File: config.mk
export PLATFORM = sky130hd
export DESIGN_NAME = mips_bus_master
export DESIGN_NICKNAME = d
export VERILOG_FILES = /design/src/rtl/mips_bus_master.sv
export SDC_FILE = /design/constraint.sdc
export NUM_CORES = 1
export LEC_CHECK = 0
export ABC_AREA = 1
export BUFFER_PORTS_ARGS = -buffer_cell sky130_fd_sc_hd__buf_2
export CORE_MARGIN = 3
export CORE_UTILIZATION = 44
export DETAILED_ROUTE_END_ITERATION = 16
export GPL_TIMING_DRIVEN = 1
export PLACE_DENSITY_LB_ADDON = 0.15
export SYNTH_ARGS = -nofsm -noshare
export SYNTH_HDL_FRONTEND = slang
export SYNTH_SLANG_ARGS = --single-unit
export TNS_END_PERCENT = 30
File: constraint.sdc
create_clock -name clk -period 6.32 [get_ports clk]
set_input_delay 0.948 -clock clk [delete_from_list [all_inputs] [get_ports clk]]
set_output_delay 0.948 -clock clk [all_outputs]
set_load 0.05 [all_outputs]
File: src/rtl/mips_bus_master.sv
// mips_bus_master: CPU load/store to word-bus initiator; ports clk/reset, req_* (CPU side), rsp_* (completion), busy, bus (address/read/write/waitrequest/writedata/byteenable/readdata); optional BUS_TIMEOUT_EN aborts after MAX_WAIT stalled cycles
module mips_bus_master #(
  parameter int MAX_WAIT = 255
) (
  input  logic        clk,
  input  logic        reset,
  input  logic        req_valid,
  output logic        req_ready,
  input  logic        req_write,
  input  logic [31:0] req_addr,
  input  logic [1:0]  req_size,
  input  logic        req_signed,
  input  logic [31:0] req_wdata,
  output logic        rsp_valid,
  output logic        rsp_err,
  output logic [31:0] rsp_rdata,
  output logic        busy,
  output logic [31:0] address,
  output logic        write,
  output logic        read,
  input  logic        waitrequest,
  output logic [31:0] writedata,
  output logic [3:0]  byteenable,
  input  logic [31:0] readdata
);
  localparam logic [1:0] IDLE = 2'd0, BUS = 2'd1, RDWAIT = 2'd2, RESP = 2'd3;
  logic [1:0]  state;
  logic        wr_q, sgn_q, err_q, mis, tmo, in_bus;
  logic [31:0] addr_q, wdata_q, rdata_q, sh, ext, wd;
  logic [1:0]  size_q;
  logic [3:0]  be;
  assign mis = (req_size == 2'd3) | (req_size == 2'd1 & req_addr[0]) | (req_size == 2'd2 & |req_addr[1:0]);
  assign in_bus = state == BUS;
  assign sh = readdata >> {addr_q[1:0], 3'b000};
  always_comb begin
    be  = size_q == 2'd0 ? 4'b0001 << addr_q[1:0] : size_q == 2'd1 ? (addr_q[1] ? 4'b1100 : 4'b0011) : 4'b1111;
    wd  = size_q == 2'd0 ? {4{wdata_q[7:0]}} : size_q == 2'd1 ? {2{wdata_q[15:0]}} : wdata_q;
    ext = size_q == 2'd0 ? {{24{sgn_q & sh[7]}}, sh[7:0]} : size_q == 2'd1 ? {{16{sgn_q & sh[15]}}, sh[15:0]} : sh;
  end
  assign req_ready  = state == IDLE;
  assign busy       = state != IDLE;
  assign rsp_valid  = state == RESP;
  assign rsp_err    = rsp_valid & err_q;
  assign rsp_rdata  = rdata_q;
  assign address    = in_bus ? {addr_q[31:2], 2'b00} : 32'd0;
  assign read       = in_bus & ~wr_q;
  assign write      = in_bus & wr_q;
  assign byteenable = in_bus ? be : 4'd0;
  assign writedata  = in_bus & wr_q ? wd : 32'd0;
`ifdef BUS_TIMEOUT_EN
  localparam int CW = ($clog2(MAX_WAIT + 1) < 8) ? 8 : $clog2(MAX_WAIT + 1);
  logic [CW-1:0] cnt;
  // Abort on the edge that would complete the MAX_WAIT-th stalled cycle.
  assign tmo = waitrequest && (({1'b0, cnt} + 1'b1) >= (CW + 1)'(MAX_WAIT));
  always_ff @(posedge clk)
    if (reset || !in_bus) cnt <= '0;
    else cnt <= cnt + 1'b1;
`else
  assign tmo = 1'b0;
`endif
  always_ff @(posedge clk) begin
    if (reset) begin
      state   <= IDLE;
      err_q   <= 1'b0;
      rdata_q <= 32'd0;
    end else begin
      case (state)
        IDLE: if (req_valid) begin
          wr_q    <= req_write;
          addr_q  <= req_addr;
          size_q  <= req_size;
          sgn_q   <= req_signed;
          wdata_q <= req_wdata;
          err_q   <= mis;
          if (mis) rdata_q <= 32'd0;
          state   <= mis ? RESP : BUS;
        end
        BUS: if (tmo) begin
          err_q   <= 1'b1;
          rdata_q <= 32'd0;
          state   <= RESP;
        end else if (!waitrequest) begin
          err_q <= 1'b0;
          if (wr_q) rdata_q <= 32'd0;
          state <= wr_q ? RESP : RDWAIT;
        end
        RDWAIT: begin
          rdata_q <= ext;
          state   <= RESP;
        end
        default: state <= IDLE;
      endcase
    end
  end
endmodule

==> impl_metrics.json, run 1 <==
{
  "status": "complete, no violations",
  "synthTopCellsByArea": "edfxtp_1 (40%), nand2_1 (14%), dfxtp_1 (14%), inv_1 (6.7%), nor2_1 (5.5%)",
  "critPathArrivalTime_ns": 2.95,
  "core_um2": 11000,
  "setup_viol": 0,
  "cts_post_setup_buffers_inserted": 0,
  "finClkSkew_ns": 0.00526,
  "cts-hold-fix-buffers": 0,
  "synth_edf_count": 68,
  "drv_cap": 0,
  "hold_viol": 0,
  "portBuffers": 207,
  "final_nets": 925,
  "cp.required_ns": 5.37,
  "finalCriticalPeriod_ns": 3.90,
  "synthArstFlopShare_pct": 0,
  "clk_pin_slew_ns": 0.07,
  "critPathKind": "flip-flop to output port",
  "num_vias": 4711,
  "grt_pass1_wl_mm": 22.1,
  "clock_sinks": 103,
  "crit_buf_inv": 3,
  "seq_area_frac_synth_pct": 54.2,
  "drt_iter0_markers": 367,
  "clock_path_buffers": 2,
  "timing.rr.start": "state[0]$_SDFFE_PP0P_",
  "layout_worst_path_cycle_share_pct": 61.7,
  "critPathMaxStageDelay_ns": 0.83,
  "worstMarginPinSlew_ns": 1.08,
  "finalSetupTns_ns": 0,
  "rsz0062_at_grt": "false",
  "io_pins": 210,
  "synth_top_area_share_pct": 40.4,
  "yosysMostFrequentCell": "nand2_1",
  "syn2layout_area_growth_pct": 27.4,
  "fin_ws_ns": 2.42,
  "min_path_type": "flip-flop to flip-flop",
  "vdd_drop_max_mv": 0.241,
  "grt_usage_pct": 21.9,
  "min_path_cells": 2,
  "clkLatencyLatePin_ns": 0.34,
  "drtPass1Iterations": 5,
  "die_h_um": 113,
  "end_kind": "output port",
  "multi_input_area_um2": 1800,
  "postSynthAreaPerCell_um2": 8.09,
  "row_count": 38,
  "max-slew-margin-rel_pct": 27.5,
  "cts_tree": "built",
  "cp_top_family": "simple AND/OR/NAND/NOR gates",
  "antenna_found_initial": 1,
  "grt_pass1_vias": 4509,
  "routed_via_density": 4.90,
  "r2r_setup_slack_ns": 3.62,
  "cts_buffers": 9,
  "rr_worst_depth": 5,
  "grt-ovfl-total": 0,
  "ys_ff_latch": 103,
  "synth_cell_types": 31,
  "htreeDepth": 3,
  "gp_congestion": 0.893,
  "synth_cells": 625,
  "yosys_warnings": 0,
  "crit_fanout": 33,
  "synth_top_cell_by_area": "edfxtp_1",
  "synth_commonest_cells": "nand2_1 (190), inv_1 (90), nor2_1 (74)",
  "dp_hpwl_mm": 10.5,
  "dieArea_um2": 12800,
  "cellLeakagePower_uw": 0.00339,
  "finalMaxSlewViolations": 0,
  "r2r_end": "wdata_q[11]$_DFFE_PP_",
  "regArea_um2": 2740,
  "drt.antenna.violating_nets": 0,
  "cts_resized": 0,
  "drc_errors": 0,
  "grt_max_degree": 46,
  "fmax_mhz": 256,
  "fillers": 1037,
  "syn_area_um2": 5060,
  "hold_path.startpoint": "rsp_rdata[15]$_SDFFE_PP0P_",
  "wire_per_inst_um": 14.7,
  "routed_wirelength_mm": 14.1,
  "final_layout_size_suffix_gt1_share_pct": 30.5,
  "antenna_cells": 0,
  "cpMaxStageDelayCell": "nor2_1",
  "hold_end": "rsp_rdata[15]$_SDFFE_PP0P_",
  "crit_chain": "nor2_1 > inv_2 > nor2_1 > o21ai_0 > inv_1 > buf_2",
  "synth_flop_cell": "edfxtp_1",
  "initial_utilization_pct": 45.8,
  "path_common_cell": "nor2_1",
  "die_w_um": 113,
  "dp_slack_ns": 2.74,
  "startpoint_type": "flip-flop",
  "root_buffer": "clkbuf_16",
  "powerDensity_nw_per_um2": 368
}
## state kept, by name, summed over array words and instances (netlist names)
| register | cells |
|---|---|
| wr_q | 1 |
| state | 2 |
| size_q | 2 |
| addr_q | 32 |
| wdata_q | 32 |
| rsp_rdata | 32 |
| sgn_q | 1 |
| err_q | 1 |
## cells by family (layout without fill, tap and decap cells)
logic type | count (synthesis) | after routing | share of synthesized area, %
and+or+nand+nor | 306 | 306 | 25.1
adders and majority gates | 4 | 4 | 0.990
AOI/OAI and AO/OA | 83 | 83 | 9.10
DFF | 103 | 103 | 54.2
other | 1 | 2 | 0.0741
buffers and inverters | 128 | 324 | 10.5
## layout by cell type, fill, tap and decap left out, drive strengths merged
| cell type | count |
|---|---|
| buf | 210 |
| nand2 | 196 |
| inv | 97 |
| nor2 | 87 |
| edfxtp | 68 |
| a21oi | 38 |
| dfxtp | 35 |
| o21ai | 26 |
| nand3 | 21 |
| clkbuf | 13 |
| a22oi | 7 |
| o211ai | 6 |
| ha | 4 |
| clkinv | 3 |
| o31ai | 2 |
| a31oi | 2 |
| conb | 2 |
| nor3 | 2 |
| a211oi | 1 |
| o21bai | 1 |
| bufinv | 1 |
## cell type report
class | instances | share of cell area (%)
Tap cell | 140 | 2.72
Sequential cell | 103 | 42.6
Clock buffer | 13 | 3.89
Clock inverter | 3 | 0.680
Inverter | 98 | 5.75
Multi-Input combinational cell | 395 | 28.0
Timing Repair Buffer | 210 | 16.4
## how the worst max path moves through the flow
| stage | slack (ns) | endpoint | cells after the start | from |
|---|---|---|---|---|
| global route | 2.11 | writedata[15] | 6 | size_q[1]$_DFFE_PP_ |
| CTS | 2.36 | writedata[31] | 6 | size_q[1]$_DFFE_PP_ |
| global placement | 2.83 | writedata[31] | 6 | size_q[1]$_DFFE_PP_ |
| finish | 2.42 | writedata[31] | 6 | size_q[1]$_DFFE_PP_ |
| floorplan | 1.75 | addr_q[0]$_DFFE_PP_ | 4 | state[0]$_SDFFE_PP0P_ |
| detailed placement | 2.74 | writedata[31] | 6 | size_q[1]$_DFFE_PP_ |
## power breakdown
part,switching [uW],internal (uW)
Clock,240,319
Sequential,51.7,816
Combinational,735,211
Total,1030,1350
## worst reg2reg max path, cell delays in order, from the launching register on
cell     delay (ns)
dfxtp_1        0.34
inv_1          0.09
ha_1           0.24
inv_1          0.14
nor3_4         0.88
buf_4          0.62
## through the flow
step / cell area [um2] / hold slack, ns / std cells / utilization, % / total power (uW)
global placement: 6150 / 0.453 / 946 / 55.7 / 1820
global route: 6440 / 0.480 / 962 / 58.4 / 2500
finish: 6440 / 0.462 / 962 / 58.4 / 2370
floorplan: 5070 / 0.477 / 626 / - / 1610
CTS: 6440 / 0.464 / 962 / 58.4 / 2390
detailed placement: 6150 / 0.453 / 946 / 55.7 / 1830
## layer usage
| metal | wire length [um] | vias up | track usage, % |
|---|---|---|---|
| li1 | - | 2338 | - |
| met1 | 5640 | 2139 | 26.7 |
| met2 | 6910 | 204 | 37.3 |
| met3 | 1180 | 28 | 5.51 |
| met4 | 360 | 2 | 8.65 |
| met5 | 13 | - | 0 |
(Power assumes the default switching activity.)
==> run 2: changes to the inputs <==
--- a/config.mk
+++ b/config.mk
@@ -5,10 +5,10 @@
 export SDC_FILE = /design/constraint.sdc
 export NUM_CORES = 1
 export LEC_CHECK = 0
-export ABC_AREA = 1
+export ABC_AREA = 0
 export BUFFER_PORTS_ARGS = -buffer_cell sky130_fd_sc_hd__buf_2
 export CORE_MARGIN = 3
-export CORE_UTILIZATION = 44
+export CORE_UTILIZATION = 48
 export DETAILED_ROUTE_END_ITERATION = 16
 export GPL_TIMING_DRIVEN = 1
 export PLACE_DENSITY_LB_ADDON = 0.15
==> constraint.sdc (replaced) <==
create_clock -name clk -period 3.6 [get_ports clk]
set_input_delay 0.54 -clock clk [delete_from_list [all_inputs] [get_ports clk]]
set_output_delay 0.54 -clock clk [all_outputs]
set_load 0.05 [all_outputs]
==> run 2 against run 1 <==
- worst hold slack worse by 0.12 ns
- count of clock-buffer cells in the layout is 1 lower
- die area is 7.7% lower
- largest cell class unchanged
==> impl_metrics.json, run 2 <==
{
  "setup_viol": 0,
  "syn2layout_area_growth_pct": 23.6,
  "grt-ovfl-total": 0,
  "clkLatencyLatePin_ns": 0.36,
  "critPathMaxStageDelay_ns": 0.66,
  "layout_commonest_cell": "buf_2",
  "synth_cell_types": 45,
  "cts-hold-fix-buffers": 0,
  "portBuffers": 207,
  "min_path_type": "input pin to flip-flop",
  "drtPass1Iterations": 4,
  "status": "complete, no violations",
  "grt_pass1_vias": 4130,
  "dp_hpwl_mm": 9.82,
  "vdd_drop_max_mv": 0.358,
  "row_count": 36,
  "cp_top_family": "flip-flops",
  "cts_buffers": 9,
  "final_layout_size_suffix_gt1_share_pct": 40.6,
  "num_vias": 4169,
  "rsz0062_at_grt": "false",
  "startpoint_type": "flip-flop",
  "postSynthAreaPerCell_um2": 11.3,
  "synth_top_family_by_area": "compound AO/OA/AOI/OAI gates",
  "finalMaxSlewViolations": 0,
  "io_pins": 210,
  "wire_per_inst_um": 17.3,
  "synth_xor_area_share_pct": 0,
  "fmax_mhz": 344,
  "synthSimpleGateAreaFrac_pct": 14.5,
  "finalCriticalPeriod_ns": 2.90,
  "holdWs_ns": 0.345,
  "routed_via_density": 5.39,
  "initial_utilization_pct": 50.7,
  "grt_max_degree": 44,
  "dieArea_um2": 11800,
  "drv_cap": 0,
  "finClkSkew_ns": 0.00877,
  "yosys_warnings": 0,
  "crit_chain": "nor2_1 > buf_4 > nand2_1 > a21oi_1 > buf_2",
  "die_h_um": 109,
  "seq_area_frac_synth_pct": 54.1,
  "max-slew-margin-rel_pct": 26.9,
  "htreeDepth": 3,
  "yosysMostFrequentCell": "edfxtp_1",
  "muxShareOfSynthArea_pct": 10.4,
  "finalSetupTns_ns": 0,
  "synth_compound_area_share_pct": 14.8,
  "crit_fanout": 14,
  "finalPower_uw": 4410,
  "synth_top_cell_by_area": "edfxtp_1",
  "drt_iter0_markers": 248,
  "grt_usage_pct": 22.8,
  "root_buffer": "clkbuf_8",
  "cp.required_ns": 3.06,
  "synthTopCellsByArea": "edfxtp_1 (40%), dfxtp_1 (14%), mux2i_1 (5.7%), a21oi_1 (4.5%), and2_1 (3.8%)",
  "antenna_found_initial": 0,
  "clock_path_buffers": 2,
  "critPathKind": "flip-flop to output port",
  "syn_area_um2": 5070,
  "synth_edf_count": 68,
  "worstMarginPinSlew_ns": 1.10,
  "final_nets": 744,
  "cellLeakagePower_uw": 0.00276,
  "ys_ff_latch": 103,
  "core_um2": 10000,
  "end_kind": "output port",
  "powerDensity_nw_per_um2": 704,
  "cts_tree": "built",
  "grt_pass1_wl_mm": 20.7,
  "drt.antenna.violating_nets": 0,
  "hold_viol": 0,
  "critPathArrivalTime_ns": 2.36,
  "synth_commonest_cells": "edfxtp_1 (68), a21oi_1 (46), nand2_1 (43)",
  "routed_wirelength_mm": 13.4,
  "fin_util_pct": 62.7,
  "cts_resized": 0,
  "layout_common_cells": "buf_2 (207), edfxtp_1 (68), a21oi_1 (46), nand2_1 (43), nor2_1 (37)",
  "synth_flop_cell": "edfxtp_1",
  "clk_pin_slew_ns": 0.09,
  "synthArstFlopShare_pct": 0,
  "drc_errors": 0,
  "yosys.area_share.adder_pct": 0.987,
  "gp_congestion": 0.838,
  "clock_sinks": 103,
  "cpMaxStageDelayCell": "edfxtp_1",
  "die_w_um": 109,
  "synth_top_area_share_pct": 40.3,
  "crit_buf_inv": 2,
  "synth_cells": 447,
  "antenna_cells": 0,
  "layout_worst_path_cycle_share_pct": 80.7,
  "cts_post_setup_buffers_inserted": 0
}
==> run 2: per-stage QoR <==
step / worst slack (ns) / std cells / instance area, um2
final: 0.696 / 773 / 6270
after CTS: 0.651 / 773 / 6270
after detailed placement: 1.08 / 758 / 6120
after floorplan: 0.450 / 448 / 5070
after global routing: 0.505 / 773 / 6270
after global placement: 1.14 / 758 / 6120
==> run 2: report_power, final <==
part / total, uW / internal (uW) / switching (uW) / leakage, uW
sequential: 1600 / 1490 / 117 / 0.000913
combinational: 2180 / 568 / 1610 / 0.00177
clock: 623 / 244 / 379 / 0.0000753
==> run 2: logic make-up (layout without fill, tap and decap cells) <==
logic type / count (synthesis) / count (layout)
AOI/OAI and AO/OA: 103 / 103
adders and majority gates: 4 / 4
buffers and inverters: 48 / 240
DFF: 103 / 103
muxes: 43 / 43
other: 1 / 2
and+or+nand+nor: 145 / 145
==> run 2: area by class of cell <==
class,instances,area [um2]
Sequential cell,103,2740
Fill cell,887,3730
Clock inverter,3,12.5
Multi-Input combinational cell,297,2070
Tap cell,133,166
Timing Repair Buffer,216,1100
Clock buffer,12,135
Inverter,9,33.8
==> run 2: worst paths after layout <==
| check | start | cells after the start | slack (ns) | to |
|---|---|---|---|---|
| min | req_wdata[23] | 1 | 0.35 | wdata_q[23]$_DFFE_PP_ |
| min reg2reg | rsp_rdata[6]$_SDFFE_PP0P_ | 2 | 0.48 | rsp_rdata[6]$_SDFFE_PP0P_ |
| max | size_q[0]$_DFFE_PP_ | 5 | 0.70 | writedata[12] |
| max reg2reg | state[0]$_SDFFE_PP0P_ | 6 | 1.11 | rsp_rdata[28]$_SDFFE_PP0P_ |
==> run 2: per-layer routing <==
layer | vias to the layer above | wire, um | part of all wire, % | track usage, %
met5 | - | 0 | 0 | 0
met4 | 0 | 278 | 2.1 | 7.30
met1 | 1955 | 5440 | 41 | 29.6
met3 | 20 | 1230 | 9.2 | 6.45
met2 | 187 | 6410 | 48 | 36.9
li1 | 2007 | - | - | -
==> run 2: worst register-to-register path, stage by stage (launching register included) <==
cell and delay, ns:
dfxtp_1 0.36, inv_1 0.10, ha_1 0.48, and3b_1 0.46, nor2b_1 0.59, nand2_1 0.14
a311oi_2 0.28
